**src/rtl/vend_sequencer.sv**
```systemverilog
// Sequencer between coin acceptor, vending core and actuators: queues vend/change
// pulses as pending jobs, runs each actuator handshake, gates coins, latches timeout faults.
module vend_sequencer #(
  parameter int ACK_TIMEOUT = 16,
  parameter int MAX_PEND    = 3
) (
  input  logic       clk,
  input  logic       rst_n,
  input  logic [1:0] coin_in,
  output logic [1:0] coin_out,
  input  logic       dispense,
  input  logic       chg5,
  output logic       coin_block,
  output logic       vend_req,
  input  logic       vend_ack,
  output logic       chg_req,
  input  logic       chg_ack,
  output logic       fault,
  input  logic       fault_clr,
  output logic       busy,
  output logic [2:0] dbg_state
);

  // Handshake: req is high for the whole request phase and drops once ack is
  // sampled high; the job completes on the first cycle ack is then sampled low.
  localparam int PW = $clog2(MAX_PEND + 1);
  localparam int TW = $clog2(ACK_TIMEOUT);
  localparam logic [PW-1:0] PEND_MAX = PW'(MAX_PEND);
  localparam logic [TW-1:0] TMO_LAST = TW'(ACK_TIMEOUT - 1);

  typedef enum logic [2:0] {
    S_IDLE     = 3'd0,
    S_VEND     = 3'd1,
    S_VEND_REL = 3'd2,
    S_CHG      = 3'd3,
    S_CHG_REL  = 3'd4,
    S_FAULT    = 3'd5
  } state_t;

  state_t          state_q, state_d;
  logic [PW-1:0]   vend_pend_q, vend_pend_d;
  logic [PW-1:0]   chg_pend_q, chg_pend_d;
  logic [TW-1:0]   tmo_q, tmo_d;
  logic            coin_block_q, coin_block_d;
  logic            vend_req_q, vend_req_d;
  logic            chg_req_q, chg_req_d;
  logic            fault_q, fault_d;
  logic            busy_q, busy_d;
  logic            vend_done, chg_done, waiting, timed_out;

  always_comb begin
    vend_done = (state_q == S_VEND_REL) && !vend_ack;
    chg_done  = (state_q == S_CHG_REL) && !chg_ack;
    waiting   = (state_q == S_VEND) || (state_q == S_VEND_REL) ||
                (state_q == S_CHG)  || (state_q == S_CHG_REL);
    timed_out = waiting && (tmo_q == TMO_LAST);

    vend_pend_d = vend_pend_q;
    if (dispense && !vend_done && vend_pend_q != PEND_MAX)
      vend_pend_d = vend_pend_q + PW'(1);
    else if (!dispense && vend_done && vend_pend_q != '0)
      vend_pend_d = vend_pend_q - PW'(1);

    chg_pend_d = chg_pend_q;
    if (chg5 && !chg_done && chg_pend_q != PEND_MAX)
      chg_pend_d = chg_pend_q + PW'(1);
    else if (!chg5 && chg_done && chg_pend_q != '0)
      chg_pend_d = chg_pend_q - PW'(1);

    // After a finished job the other actuator gets priority, so neither starves.
    state_d = state_q;
    case (state_q)
      S_IDLE: begin
        if (vend_pend_d != '0)     state_d = S_VEND;
        else if (chg_pend_d != '0) state_d = S_CHG;
      end
      S_VEND: begin
        if (vend_ack)       state_d = S_VEND_REL;
        else if (timed_out) state_d = S_FAULT;
      end
      S_VEND_REL: begin
        if (!vend_ack) begin
          if (chg_pend_d != '0)       state_d = S_CHG;
          else if (vend_pend_d != '0) state_d = S_VEND;
          else                        state_d = S_IDLE;
        end else if (timed_out) begin
          state_d = S_FAULT;
        end
      end
      S_CHG: begin
        if (chg_ack)        state_d = S_CHG_REL;
        else if (timed_out) state_d = S_FAULT;
      end
      S_CHG_REL: begin
        if (!chg_ack) begin
          if (vend_pend_d != '0)     state_d = S_VEND;
          else if (chg_pend_d != '0) state_d = S_CHG;
          else                       state_d = S_IDLE;
        end else if (timed_out) begin
          state_d = S_FAULT;
        end
      end
      S_FAULT: begin
        if (fault_clr) state_d = S_IDLE;
      end
      default: state_d = S_IDLE;
    endcase

    if (state_d != state_q || !waiting) tmo_d = '0;
    else                                tmo_d = tmo_q + TW'(1);

    coin_block_d = (state_d == S_FAULT) || (vend_pend_d >= PEND_MAX) ||
                   (chg_pend_d >= PEND_MAX);
    vend_req_d   = (state_d == S_VEND);
    chg_req_d    = (state_d == S_CHG);
    fault_d      = (state_d == S_FAULT);
    busy_d       = (state_d != S_IDLE);
  end

  always_ff @(posedge clk or negedge rst_n) begin
    if (!rst_n) begin
      state_q      <= S_IDLE;
      vend_pend_q  <= '0;
      chg_pend_q   <= '0;
      tmo_q        <= '0;
      coin_block_q <= 1'b0;
      vend_req_q   <= 1'b0;
      chg_req_q    <= 1'b0;
      fault_q      <= 1'b0;
      busy_q       <= 1'b0;
    end else begin
      state_q      <= state_d;
      vend_pend_q  <= vend_pend_d;
      chg_pend_q   <= chg_pend_d;
      tmo_q        <= tmo_d;
      coin_block_q <= coin_block_d;
      vend_req_q   <= vend_req_d;
      chg_req_q    <= chg_req_d;
      fault_q      <= fault_d;
      busy_q       <= busy_d;
    end
  end

  assign coin_out   = (coin_block_q || coin_in == 2'b11) ? 2'b00 : coin_in;
  assign coin_block = coin_block_q;
  assign vend_req   = vend_req_q;
  assign chg_req    = chg_req_q;
  assign fault      = fault_q;
  assign busy       = busy_q;
  assign dbg_state  = state_q;

endmodule

```
**config.mk**
```make
export PLATFORM = sky130hd
export DESIGN_NAME = vend_sequencer
export DESIGN_NICKNAME = d
export VERILOG_FILES = /design/src/rtl/vend_sequencer.sv
export SDC_FILE = /design/constraint.sdc
export NUM_CORES = 1
export LEC_CHECK = 0
export BUFFER_PORTS_ARGS = -buffer_cell sky130_fd_sc_hd__buf_2
export CAP_MARGIN = 10
export CORE_MARGIN = 4
export CORE_UTILIZATION = 60
export DETAILED_ROUTE_END_ITERATION = 12
export PLACE_DENSITY = 0.83
export SYNTH_ARGS = -nofsm -noshare
export SYNTH_HDL_FRONTEND = slang
export SYNTH_SLANG_ARGS = --single-unit
export TNS_END_PERCENT = 10
```
**constraint.sdc**
```tcl
create_clock -name clk -period 4.02 [get_ports clk]
set_input_delay 0.804 -clock clk [delete_from_list [all_inputs] [get_ports clk]]
set_output_delay 0.804 -clock clk [all_outputs]
set_load 0.005 [all_outputs]
```
## After elaboration in Yosys (flattened, before gate mapping)

Cells that the tools add are included.

| cells by class | value |
|---|---|
| bitwise logic cells | 0 |
| magnitude comparators | 2 |
| multiplexer cells | 19 |
| eq/ne operators | 13 |
| $add $sub $neg | 5 |
| shift-type cells | 0 |
| div/mod/pow operators | 0 |
| multiply operators | 0 |
| reduce and logical (&&, ||, !) cells | 31 |

Operator list:

| operator | count |
|---|---|
| $mux W3 | 8 |
| $pmux W3 S6 | 1 |
| $mux W2 | 8 |
| $logic_and A1 B1 Y1 | 11 |
| $eq A3 B2 Y1 const B | 3 |
| $eq A3 B3 Y1 const B | 3 |
| $reduce_bool A2 Y1 | 4 |
| $logic_not A1 Y1 | 7 |
| $logic_or A1 B1 Y1 | 7 |
| $eq A3 B1 Y1 const B | 2 |
| $add A2 B1 Y2 const B | 2 |
| $add A4 B1 Y4 const B | 1 |
| $eq A4 B4 Y1 const B | 1 |
| $ge A2 B2 Y1 const B | 2 |
| $mux W4 | 1 |
| $ne A2 B2 Y1 const B | 2 |
| $sub A2 B1 Y2 const B | 2 |
| $logic_not A3 Y1 | 1 |
| $ne A3 B3 Y1 | 1 |
| $reduce_bool A3 Y1 | 1 |
| $eq A2 B2 Y1 const B | 1 |
| $mux W1 | 1 |

| storage, ports and cells | value |
|---|---|
| memories | 0 |
| bits in writable memories | 0 |
| register bits after elaboration | 16 |
| memory bits (read-only) | 0 |
| bits in latches | 0 |
| input bits | 9 |

## Longest topological paths before layout

Gate-level depths: netlist of the first run.

| depth | value |
|---|---|
| depth after elaboration | 14 |
| gate-level depth with buffers | 7 |
| mapped depth without buffers | 7 |

## Worst setup path after synthesis of the first run

No wires, ideal clock.

| timing path | value |
|---|---|
| path type | input -> register |
| start | input vend_ack |
| end | register tmo_q[3] |
| data arrival time | 2.469 ns |
| buffers on the path | 0 |
| stages on the path | 5 |
| setup slack | 1.450 ns |
| path through | nor4b_2 > mux2i_1 > a311oi_1 > or4b_4 > nor4_1 |

| on the way | value |
|---|---|
| cells in the longest elaborated chain, start to end | 14 |

Ends and longest elaborated chain:

| item | RTL line | RTL |
|---|---|---|
| start, declared | 15 | `input logic vend_ack,` |
| $logic_not A1 Y1 | - |  |
| $logic_and A1 B1 Y1 | 52 | `vend_done = (state_q == S_VEND_REL) && !vend_ack;` |
| $logic_and A1 B1 Y1 / $logic_not A1 Y1 (equally long branches) | 61, 59 |  |
| $logic_and A1 B1 Y1, on equally long branches | 61, 59 |  |
| $mux W2 / $logic_and A1 B1 Y1 (equally long branches) | 61, 59 |  |
| $mux W2 | 59 | `if (dispense && !vend_done && vend_pend_q != PEND_MAX)` |
| $reduce_bool A2 Y1 | 74, 84, 96 |  |
| $mux W1 | 84 | `else if (vend_pend_d != '0) state_d = S_VEND;` |
| $mux W2 | 83 | `if (chg_pend_d != '0) state_d = S_CHG;` |
| $mux W3 | 82 | `if (!vend_ack) begin` |
| $pmux W3 S6 (*) | 72 | `case (state_q)` |
| $ne A3 B3 Y1 (*) | 109 | `if (state_d != state_q \|\| !waiting) tmo_d = '0;` |
| $logic_or A1 B1 Y1 (*) | 109 |  |
| $mux W4 (*) | 109 |  |
| via tmo_d[3] | 43 | `logic [TW-1:0] tmo_q, tmo_d;` |
| end signal, assigned | 135 | `tmo_q <= tmo_d;` |
| end, declared | 43 |  |

Mark *: on every way through the listed nets, which the timed path passes. The rest lies on a longest branch.

## Worst setup path in the final report of the first run

| timing path | value |
|---|---|
| start | register state_q[1] (netlist: dbg_state[1]) |
| end | register tmo_q[2] |

| on the way | value |
|---|---|
| cells in the longest elaborated chain, start to end | 14 |

Ends and longest elaborated chain:

| item | RTL line | RTL |
|---|---|---|
| start, declared | 40 | `state_t state_q, state_d;` |
| start signal, assigned | 132 | `state_q <= state_d;` |
| $eq A3 B3 Y1 / $eq A3 B2 Y1 (equally long branches) | - |  |
| $logic_and A1 B1 Y1, on equally long branches | 53, 52 |  |
| $logic_and A1 B1 Y1, or another cell as far along | 67 | `else if (!chg5 && chg_done && chg_pend_q != '0)` |
| $logic_and A1 B1 Y1, on equally long branches | - |  |
| $mux W2, or another cell as far along | 67 |  |
| $mux W2, on equally long branches | 65, 59 |  |
| $reduce_bool A2 Y1, on equally long branches | - |  |
| $mux W2 / $mux W1 (equally long branches) | 97, 84 |  |
| $mux W2, on equally long branches | 96, 83 |  |
| $mux W3, on equally long branches | 95, 82 |  |
| $pmux W3 S6 | 72 |  |
| $ne A3 B3 Y1 | 109 |  |
| $logic_or A1 B1 Y1 (*) | 109 |  |
| $mux W4 (*) | 109 |  |
| via tmo_d[2] | 43 |  |

Marks and branches as above.

==> results of run 1 <==
[flip-flops by register name, indices dropped and copies added, names as in the netlist]
| name | flops |
|---|---|
| coin_block | 1 |
| vend_pend_q | 2 |
| chg_req | 1 |
| fault | 1 |
| tmo_q | 4 |
| dbg_state | 3 |
| vend_req | 1 |
| busy | 1 |
| chg_pend_q | 2 |
[metrics by stage]
step	cells	power (uW)	area, um^2
global placement	168	875.9	1324
finish	172	1018	1360
global route	172	1102	1360
floorplan	126	765.5	1221
CTS	172	1019	1360
detailed placement	168	905.8	1324
[worst paths after layout]
| path | cells past startpoint | startpoint | slack, ns | end |
|---|---|---|---|---|
| min in group clk | 1 | tmo_q[0]$_DFF_PN0_ | 0.48 | tmo_q[0]$_DFF_PN0_ |
| setup reg to reg | 5 | dbg_state[1]$_DFF_PN0_ | 1.22 | tmo_q[2]$_DFF_PN0_ |
| hold / removal | 1 | rst_n | 0.40 | coin_block$_DFF_PN0_ |
| hold reg to reg | 1 | tmo_q[0]$_DFF_PN0_ | 0.48 | tmo_q[0]$_DFF_PN0_ |
| max in group asynchronous | 1 | rst_n | 3.37 | chg_pend_q[0]$_DFF_PN0_ |
| setup / recovery | 5 | dbg_state[1]$_DFF_PN0_ | 1.22 | tmo_q[2]$_DFF_PN0_ |
[critical path, stage by stage, from the launching register on]
cell and delay [ns]:
dfrtp_1 0.69, nor4b_2 0.57, mux2i_1 0.34, a311oi_1 0.16, or4b_4 0.58, nor4_1 0.35
[cell usage in the layout (no fill, tap or decap), types with 4 or more instances in the layout]
master    netlist  routed
nand2b_1        5       5
ha_1            5       5
a21oi_1         5       5
dfrtp_1        16      16
inv_1          10      10
nor2_1          6       6
buf_2           2      18
nor2b_1         5       5
a211oi_1        4       4
nor3b_1         4       4
[power breakdown]
group          internal (uW)  switching [uW]  total (uW)
clock network           55.3            51.5         107
logic                    280             306         586
registers                222             103         325
[layout make-up]
cell class	count	area [um^2]
clock buffer	4	36.28
fill	145	581.8
inverter	11	41.29
tap	27	33.78
multi-input combinational	96	758.2
sequential	16	400.4
timing repair buffer	18	90.09
[per-layer routing]
metal  global-route usage, %  share of wire, %
met1                   28.27                43
met2                   38.22                51
met3                   5.634               4.9
met4                   7.660               1.0
met5                       0                 0
[kinds of logic (layout without fill, tap and decap cells)]
logic type                 Yosys count  in the layout  synth area share [%]
adders and majority gates            5              5                 5.123
muxes                                4              4                 3.381
and+or+nand+nor                     52             52                 31.66
xor gates and xnor gates             5              5                 3.587
DFF                                 16             16                 32.79
buffers and inverters               14             33                 5.123
AOI/OAI and AO/OA                   30             30                 18.34
==> impl_metrics.env, run 1 <==
export IMPL_antenna_found_initial=0
export IMPL_syn_inst=126
export IMPL_core_area_um2=1942
export IMPL_timing_clock_skew_ns=0.006496
export IMPL_dr_total_vias=1057
export IMPL_path_class="register to register"
export IMPL_overflow=0
export IMPL_p_leak_uw=0.0005985
export IMPL_fmax_mhz=357.1
export IMPL_gp_congestion=0.7916
export IMPL_wirelength_um=2758
export IMPL_yosys_area_top_type_share_pct=32.79
export IMPL_drtIter0Drc=19
export IMPL_die_y_um=53.12
export IMPL_netlist_area_um2=1221
export IMPL_cts_repair_resized=0
export IMPL_grt_max_degree=18
export IMPL_dp_slack_ns=0.9948
export IMPL_drt_pre_antenna_iters=4
export IMPL_hold_viol_final=0
export IMPL_cp_end_kind="register"
export IMPL_synth_warning_count=0
export IMPL_ys_seq_area_share_pct=32.79
export IMPL_hpwlAfterDp_um=2056
export IMPL_die_x_um=53.12
export IMPL_cts_setup_buffers=0
export IMPL_cts_clk_slew_worst_paths_ns=0.09
export IMPL_fin_hold_ws_ns=0.3971
export IMPL_cts_made_buffers=3
export IMPL_worstPathMaxFanout=17
export IMPL_hp_class="input port to asynchronous set/reset pin"
export IMPL_cts_hold_buf=0
export IMPL_io_pins=19
export IMPL_status="completed"
export IMPL_power_density_nw_per_um2=748.4
export IMPL_cts_num_sinks=16
export IMPL_synth_edf_count=0
export IMPL_synthTopCellsByCount="dfrtp_1, inv_1, nor2_1"
export IMPL_slew_headroom_pct=50.72
export IMPL_cts_tree="yes"
export IMPL_drive_gt1_share_pct=24.83
export IMPL_required_ns=4.20
export IMPL_setup_viol=0
export IMPL_viasPerCell=6.145
export IMPL_tightestPinTransition_ns=0.7335
export IMPL_cts_root_buf="clkbuf_4"
export IMPL_arrival_ns=2.98
export IMPL_setup_ws_ns=1.219
export IMPL_cts_path_max_buffers=2
export IMPL_postSynthAreaPerCell_um2=9.692
export IMPL_routedWlPerCell_um=16.03
export IMPL_yosys_area_top_type="dfrtp_1"
export IMPL_max_cap_violations=0
export IMPL_drc=0
export IMPL_grt_pass1_wl_um=4574
export IMPL_ys_ff_latch=16
export IMPL_synth_main_ff_cell="dfrtp_1"
export IMPL_htree_levels=1
export IMPL_port_buffer_count=18
export IMPL_ir_worst_vdd_mv=0.4774
export IMPL_startpoint_type="register"
export IMPL_async_reset_ff_share_pct=100.0
export IMPL_nets=160
export IMPL_area_growth_pct=11.37
export IMPL_final_max_slew_viol_count=0
export IMPL_die_area_um2=2821
export IMPL_fin_crit_ns=2.801
export IMPL_synth_most_common_cell="dfrtp_1"
export IMPL_ys_top_cells_by_area="dfrtp_1, ha_1, inv_1"
export IMPL_rows=16
export IMPL_tns_ns=0
export IMPL_final_core_util_pct=70.04
export IMPL_grt_pass1_vias=1012
export IMPL_clk_latency_ns=0.30
export IMPL_min_period_over_period_pct=69.67
export IMPL_rsz0062_at_grt="no"
export IMPL_ant_nets=0
export IMPL_antenna_cells=0
export IMPL_synth_distinct_cells=52
export IMPL_synth_nets=140
export IMPL_groute_usage_overall_pct=22.77
export IMPL_initial_core_util_pct=62.89
Note: power is estimated with default switching activity, not from simulation.
==> run 2: changes to the inputs <==
--- a/config.mk
+++ b/config.mk
@@ -5,12 +5,13 @@
 export SDC_FILE = /design/constraint.sdc
 export NUM_CORES = 1
 export LEC_CHECK = 0
+export ABC_AREA = 1
 export BUFFER_PORTS_ARGS = -buffer_cell sky130_fd_sc_hd__buf_2
 export CAP_MARGIN = 10
 export CORE_MARGIN = 4
-export CORE_UTILIZATION = 60
+export CORE_UTILIZATION = 54
 export DETAILED_ROUTE_END_ITERATION = 12
-export PLACE_DENSITY = 0.83
+export PLACE_DENSITY = 0.77
 export SYNTH_ARGS = -nofsm -noshare
 export SYNTH_HDL_FRONTEND = slang
 export SYNTH_SLANG_ARGS = --single-unit
==> constraint.sdc (replaced) <==
create_clock -name clk -period 2.88 [get_ports clk]
set_input_delay 0.576 -clock clk [delete_from_list [all_inputs] [get_ports clk]]
set_output_delay 0.576 -clock clk [all_outputs]
set_load 0.005 [all_outputs]
==> run 2 against run 1 <==
  * Combinational power rose by 22%
  * Worst setup slack got worse by 0.32 ns
  * Critical endpoint is now busy$_DFF_PN0_
  * Total power rose by 22%
  * Non-clock buffer count did not move
  * Sequential share of layout area rose by 4.8 points
  * Die area fell by 4.0%
  * Sequential power rose by 27%
  * Critical path type unchanged
  * Synthesized cell count rose by 8.7%
==> impl_metrics.env, run 2 <==
export IMPL_status="completed"
export IMPL_regArea_um2=400.4
export IMPL_hold_viol_final=0
export IMPL_placed_cells=178
export IMPL_rows=15
export IMPL_cts_root_buf="clkbuf_4"
export IMPL_drt_pre_antenna_iters=4
export IMPL_yosys_area_top_type_share_pct=38.23
export IMPL_slew_headroom_pct=74.56
export IMPL_synth_warning_count=0
export IMPL_hp_class="input port to asynchronous set/reset pin"
export IMPL_p_leak_uw=0.0006666
export IMPL_top_register="tmo_q"
export IMPL_layout_cells_non_filler=181
export IMPL_timing_clock_skew_ns=0.0009688
export IMPL_power_density_nw_per_um2=1064
export IMPL_netlist_area_um2=1047
export IMPL_ys_seq_area_share_pct=38.23
export IMPL_port_buffer_count=18
export IMPL_antenna_cells=0
export IMPL_drc=0
export IMPL_synth_nets=151
export IMPL_gp_congestion=0.8238
export IMPL_fillers=161
export IMPL_htree_levels=1
export IMPL_multi_input_area_um2=545.5
export IMPL_clk_latency_ns=0.29
export IMPL_slowest_stage="dfrtp_1"
export IMPL_cts_path_max_buffers=2
export IMPL_r2r_start="chg_pend_q[0]$_DFF_PN0_"
export IMPL_synth_main_ff_cell="dfrtp_1"
export IMPL_startpoint_type="register"
export IMPL_async_reset_ff_share_pct=100.0
export IMPL_synthTopCellsByCount="nand2_1, inv_1, dfrtp_1"
export IMPL_dp_slack_ns=0.8389
export IMPL_fmax_mhz=505.1
export IMPL_met2_usage_pct=35.77
export IMPL_ys_top_cells_by_area="dfrtp_1, nand2_1, inv_1"
export IMPL_die_y_um=52.04
export IMPL_ys_ff_latch=16
export IMPL_reg2regPathDepth=11
export IMPL_groute_usage_overall_pct=19.25
export IMPL_crit_buf_inv=1
export IMPL_worstPathMaxFanout=6
export IMPL_use_met3_pct=5.444
export IMPL_antenna_found_initial=0
export IMPL_area_growth_pct=11.59
export IMPL_ff2ff_setup_slack_ns=0.90
export IMPL_regToRegEndpoint="busy$_DFF_PN0_"
export IMPL_final_cell_mix="nand2_1, inv_1, buf_2"
export IMPL_grt_max_degree=17
export IMPL_core_area_um2=1783
export IMPL_initial_core_util_pct=58.74
export IMPL_setup_ws_ns=0.9001
export IMPL_path_class="register to register"
export IMPL_drtIter0Drc=16
export IMPL_top_usage_layer="met2"
export IMPL_tns_ns=0
export IMPL_fin_crit_ns=1.980
export IMPL_die_area_um2=2708
export IMPL_min_period_over_period_pct=68.75
export IMPL_dr_total_vias=963
export IMPL_final_max_slew_viol_count=0
export IMPL_postSynthAreaPerCell_um2=7.644
export IMPL_arrival_ns=2.15
export IMPL_cts_clk_slew_worst_paths_ns=0.09
export IMPL_max_cap_violations=0
export IMPL_tightestPinTransition_ns=0.3815
export IMPL_drive_gt1_share_pct=25.64
export IMPL_io_pins=19
export IMPL_cts_setup_buffers=0
export IMPL_hpwlAfterDp_um=1726
export IMPL_cts_tree="yes"
export IMPL_setup_viol=0
export IMPL_viasPerCell=5.320
export IMPL_synth_most_common_cell="nand2_1"
export IMPL_fin_hold_ws_ns=0.1791
export IMPL_ir_worst_vdd_mv=0.5524
export IMPL_nets=172
export IMPL_grt_pass1_vias=981
export IMPL_cts_num_sinks=16
export IMPL_path_cells="inv_1 -> ha_1 -> nor2_1 -> nand4_1 -> nand2_1 -> nand2_1 -> nand2_2 -> nand3_2 -> nand2_2 -> nand3_4 -> or3_1"
export IMPL_routedWlPerCell_um=11.74
export IMPL_cp_end_kind="register"
export IMPL_synth_edf_count=0
export IMPL_crit_family="simple AND/OR/NAND/NOR gates"
export IMPL_wirelength_um=2125
export IMPL_largest_register_ff_count=4
export IMPL_cts_made_buffers=3
export IMPL_synth_distinct_cells=22
export IMPL_overflow=0
export IMPL_final_common_cell="nand2_1"
export IMPL_cts_repair_resized=0
export IMPL_rsz0062_at_grt="no"
export IMPL_slowest_delay_ns=0.39
export IMPL_yosys_area_top_type="dfrtp_1"
export IMPL_syn_inst=137
export IMPL_die_x_um=52.04
export IMPL_use_met1_pct=19.49
export IMPL_cts_hold_buf=0
export IMPL_grt_pass1_wl_um=3822
export IMPL_ant_nets=0
export IMPL_required_ns=3.05
run 2: changes by cell type in the layout (fill, tap and decap cells not counted), sizes merged, moves of 5 or more:
cell and change:
a211oi -5, inv +10, nand2 +39, nand2b -5, nand3 +14, nor2 +11, nor2b -5
run 2: cell families after synthesis:
family | synth area share, %
flops | 38.23
fa+ha+maj | 5.974
compound gates | 3.584
xor+xnor | 1.673
simple gates | 40.86
buf+inv | 9.677
run 2: final cells by class:
cell class                      instances  share of cell area [%]
Multi-Input combinational cell         98                   46.68
Clock buffer                            3                   1.927
Sequential cell                        16                   34.26
Inverter                               21                   6.745
Tap cell                               25                   2.677
Timing Repair Buffer                   18                   7.709
run 2: metrics by stage:
stage	total power [uW]	cell area, um^2	util [%]
2_1_floorplan	972.2	1047	-
3_3_place_gp	1103	1146	64.28
3_5_place_dp	1135	1146	64.28
4_1_cts	1255	1169	65.54
5_1_grt	1395	1169	65.54
6_report	1243	1169	65.54
run 2: worst max-delay path by stage:
stage	startpoint	endpoint	slack (ns)	cells after the start
after floorplan	vend_ack	busy$_DFF_PN0_	1.12	9
after global placement	vend_ack	busy$_DFF_PN0_	0.90	10
after detailed placement	vend_ack	busy$_DFF_PN0_	0.84	12
after CTS	vend_pend_q[0]$_DFF_PN0_	busy$_DFF_PN0_	0.91	11
after global routing	dbg_state[2]$_DFF_PN0_	tmo_q[0]$_DFF_PN0_	0.68	12
final	chg_pend_q[0]$_DFF_PN0_	busy$_DFF_PN0_	0.90	11
run 2: power breakdown:
part           internal [uW]  total (uW)  switching [uW]
Combinational            268         713             445
Clock                   48.7         117            67.9
Sequential               316         413            97.4
run 2: worst reg2reg max path: cells and delay by family (launching register included):
family / cells / cell delay [ns]
simple gates: 9 / 1.24
flops: 1 / 0.39
fa+ha+maj: 1 / 0.19
buf+inv: 1 / 0.07
run 2: metal layers:
metal  wire length (um)  up-vias  part of all wire [%]
met5                  0        -                     0
met4                 42        0                   2.0
met3                115        7                   5.4
met2               1105       30                    52
met1                862      447                    41
li1                   -      479                     -
==> run 3: changes to the inputs <==
--- a/config.mk
+++ b/config.mk
@@ -9,9 +9,9 @@
 export BUFFER_PORTS_ARGS = -buffer_cell sky130_fd_sc_hd__buf_2
 export CAP_MARGIN = 10
 export CORE_MARGIN = 4
-export CORE_UTILIZATION = 54
+export CORE_UTILIZATION = 49
 export DETAILED_ROUTE_END_ITERATION = 12
-export PLACE_DENSITY = 0.77
+export PLACE_DENSITY = 0.73
 export SYNTH_ARGS = -nofsm -noshare
 export SYNTH_HDL_FRONTEND = slang
 export SYNTH_SLANG_ARGS = --single-unit
==> constraint.sdc (replaced) <==
create_clock -name clk -period 1.7 [get_ports clk]
set_input_delay 0.34 -clock clk [delete_from_list [all_inputs] [get_ports clk]]
set_output_delay 0.34 -clock clk [all_outputs]
set_load 0.005 [all_outputs]
==> run 3 against run 2 <==
  * Sequential power up 67%
  * Register-to-register slack lost 1.1 ns
  * Clock skew increased by 0.0061 ns
  * Clock power is 120% higher
  * Routed wire length rose by 18%
  * Highest routed layer unchanged
  * The flow now finishes with violations (setup timing)
  * Global-route usage grew 0.44 points
  * Hold slack gained 0.26 ns
  * Total power increased by 140%
  * Design area grew 29%
==> impl_metrics.env, run 3 (synthesis gave the netlist of run 2 again) <==
export IMPL_tightestPinTransition_ns=0.3457
export IMPL_htree_levels=1
export IMPL_gp_congestion=0.8513
export IMPL_startpoint_type="register"
export IMPL_p_switching_uw=1315
export IMPL_ant_nets=0
export IMPL_fin_hold_ws_ns=0.4425
export IMPL_slowest_stage="dfrtp_1"
export IMPL_drive_gt1_share_pct=47.06
export IMPL_timing_clock_skew_ns=0.007075
export IMPL_nets=202
export IMPL_antenna_cells=0
export IMPL_cts_num_sinks=16
export IMPL_grt_max_degree=17
export IMPL_drc=0
export IMPL_hold_path_depth=4
export IMPL_arrival_ns=2.05
export IMPL_hold_viol_final=0
export IMPL_antenna_found_initial=0
export IMPL_violations="setup timing"
export IMPL_core_area_um2=2002
export IMPL_die_y_um=54.23
export IMPL_regArea_um2=402.9
export IMPL_grt_pass1_vias=1070
export IMPL_worstPathMaxFanout=3
export IMPL_cts_path_max_buffers=2
export IMPL_required_ns=1.88
export IMPL_fmax_mhz=534.8
export IMPL_dr_total_vias=1030
export IMPL_power_frac_seq_pct=23.4
export IMPL_min_period_over_period_pct=110.0
export IMPL_drt_pre_antenna_iters=4
export IMPL_cp_end_kind="register"
export IMPL_io_pins=19
export IMPL_slowest_delay_ns=0.41
export IMPL_combinationalPowerShare_pct=68.1
export IMPL_swShare_pct=44.62
export IMPL_setup_viol=10
export IMPL_grt_pass1_wl_um=4140
export IMPL_status="finished with violations"
export IMPL_path_class="register to register"
export IMPL_final_max_slew_viol_count=0
export IMPL_regToRegEndpoint="busy$_DFF_PN0_"
export IMPL_crit_start="chg_pend_q[0]$_DFF_PN0_"
export IMPL_r2r_start="chg_pend_q[0]$_DFF_PN0_"
export IMPL_cts_clk_slew_worst_paths_ns=0.09
export IMPL_rsz0062_at_grt="yes"
export IMPL_fin_crit_ns=1.870
export IMPL_cts_made_buffers=3
export IMPL_drtIter0Drc=16
export IMPL_routedWlPerCell_um=11.67
export IMPL_groute_usage_overall_pct=19.69
export IMPL_setup_ws_ns=-0.1700
export IMPL_clk_latency_ns=0.30
export IMPL_p_leak_uw=0.0008327
export IMPL_top_register="tmo_q"
export IMPL_clkPwrFrac_pct=8.6
export IMPL_overflow=0
export IMPL_hp_class="input port to register"
export IMPL_multi_input_area_um2=628.1
export IMPL_largest_register_ff_count=4
export IMPL_hpwlAfterDp_um=1914
export IMPL_final_cell_mix="nand2_1, buf_4, buf_2"
export IMPL_die_area_um2=2941
export IMPL_wirelength_um=2498
export IMPL_endpoint="busy$_DFF_PN0_"
export IMPL_ff2ff_setup_slack_ns=-0.17
export IMPL_ir_worst_vdd_mv=1.098
export IMPL_rows=16
export IMPL_slew_headroom_pct=76.95
export IMPL_area_growth_pct=43.73
export IMPL_cts_root_buf="clkbuf_4"
export IMPL_fillers=137
export IMPL_final_common_cell="nand2_1"
export IMPL_reg2regPathDepth=11
export IMPL_die_x_um=54.23
export IMPL_path_cells="inv_2 -> ha_4 -> nor2_4 -> nand4_1 -> nand2_1 -> nand2_1 -> nand2_2 -> nand3_4 -> nand3_4 -> nand2_2 -> or3_1"
export IMPL_viasPerCell=4.813
export IMPL_port_buffer_count=18
export IMPL_cts_tree="yes"
export IMPL_max_cap_violations=0
export IMPL_initial_core_util_pct=52.31
export IMPL_p_int_uw=1632
export IMPL_dp_slack_ns=-0.2277
export IMPL_power_density_nw_per_um2=1958
[run 3: per-layer routing]
| metal | up-vias | GRT usage, % | wire [um] |
|---|---|---|---|
| met2 | 25 | 38.05 | 1325 |
| li1 | 535 | - | - |
| met1 | 467 | 20.21 | 1008 |
| met3 | 3 | 4.905 | 139 |
| met4 | 0 | 6.639 | 24 |
| met5 | - | 0 | 0 |
[run 3: how the worst min path moves through the flow]
| stage | startpoint | end | slack, ns |
|---|---|---|---|
| 4_1_cts | chg_ack | busy$_DFF_PN0_ | 0.43 |
| 5_1_grt | chg_ack | busy$_DFF_PN0_ | 0.47 |
| 2_1_floorplan | rst_n | busy$_DFF_PN0_ | 0.04 |
| 3_5_place_dp | rst_n | chg_req$_DFF_PN0_ | 0.27 |
| 6_report | chg_ack | busy$_DFF_PN0_ | 0.44 |
| 3_3_place_gp | rst_n | fault$_DFF_PN0_ | 0.26 |
[run 3: cell type report]
type / instances / share of cell area, %
Multi-Input combinational cell: 98 / 41.73
Sequential cell: 16 / 26.77
Timing Repair Buffer: 48 / 21.61
Inverter: 21 / 5.237
Clock buffer: 4 / 2.411
Tap cell: 27 / 2.244
[run 3: repair_timing]
action | 4_1_cts | 5_1_grt
hold buffers | 1 | 0
setup endpoints to repair | 11 | 11
pin swaps | 14 | 5
setup buffers | 6 | 0
resized for setup | 18 | 7
hold endpoints to repair | 16 | 0
[run 3: power groups by stage]
| stage | Clock [uW] | Combinational, uW | Sequential (uW) |
|---|---|---|---|
| finish | 252 | 2010 | 688 |
| global route | 278 | 2220 | 707 |
| CTS | 259 | 1920 | 681 |
| detailed placement | 0 | 1630 | 684 |
| global placement | 0 | 1560 | 675 |
| floorplan | 0 | 1010 | 640 |
[run 3: stage by stage]
step	util (%)	total power (uW)	setup TNS, ns	cells	instance area (um^2)
after floorplan	-	1647	-0.03812	137	1047
after global placement	66.00	2238	-0.6811	203	1321
after detailed placement	66.00	2313	-1.313	203	1321
after CTS	73.88	2861	-0.9087	214	1479
after global routing	75.19	3209	-2.571	214	1505
final	75.19	2948	-1.143	214	1505
[run 3: critical path, delay by kind of cell (launching register included)]
kind,cells,cell delay [ns]
adder cells (fa/ha/maj),1,0.16
buffers and inverters,1,0.07
flip-flops,1,0.41
AND/OR/NAND/NOR,9,1.12
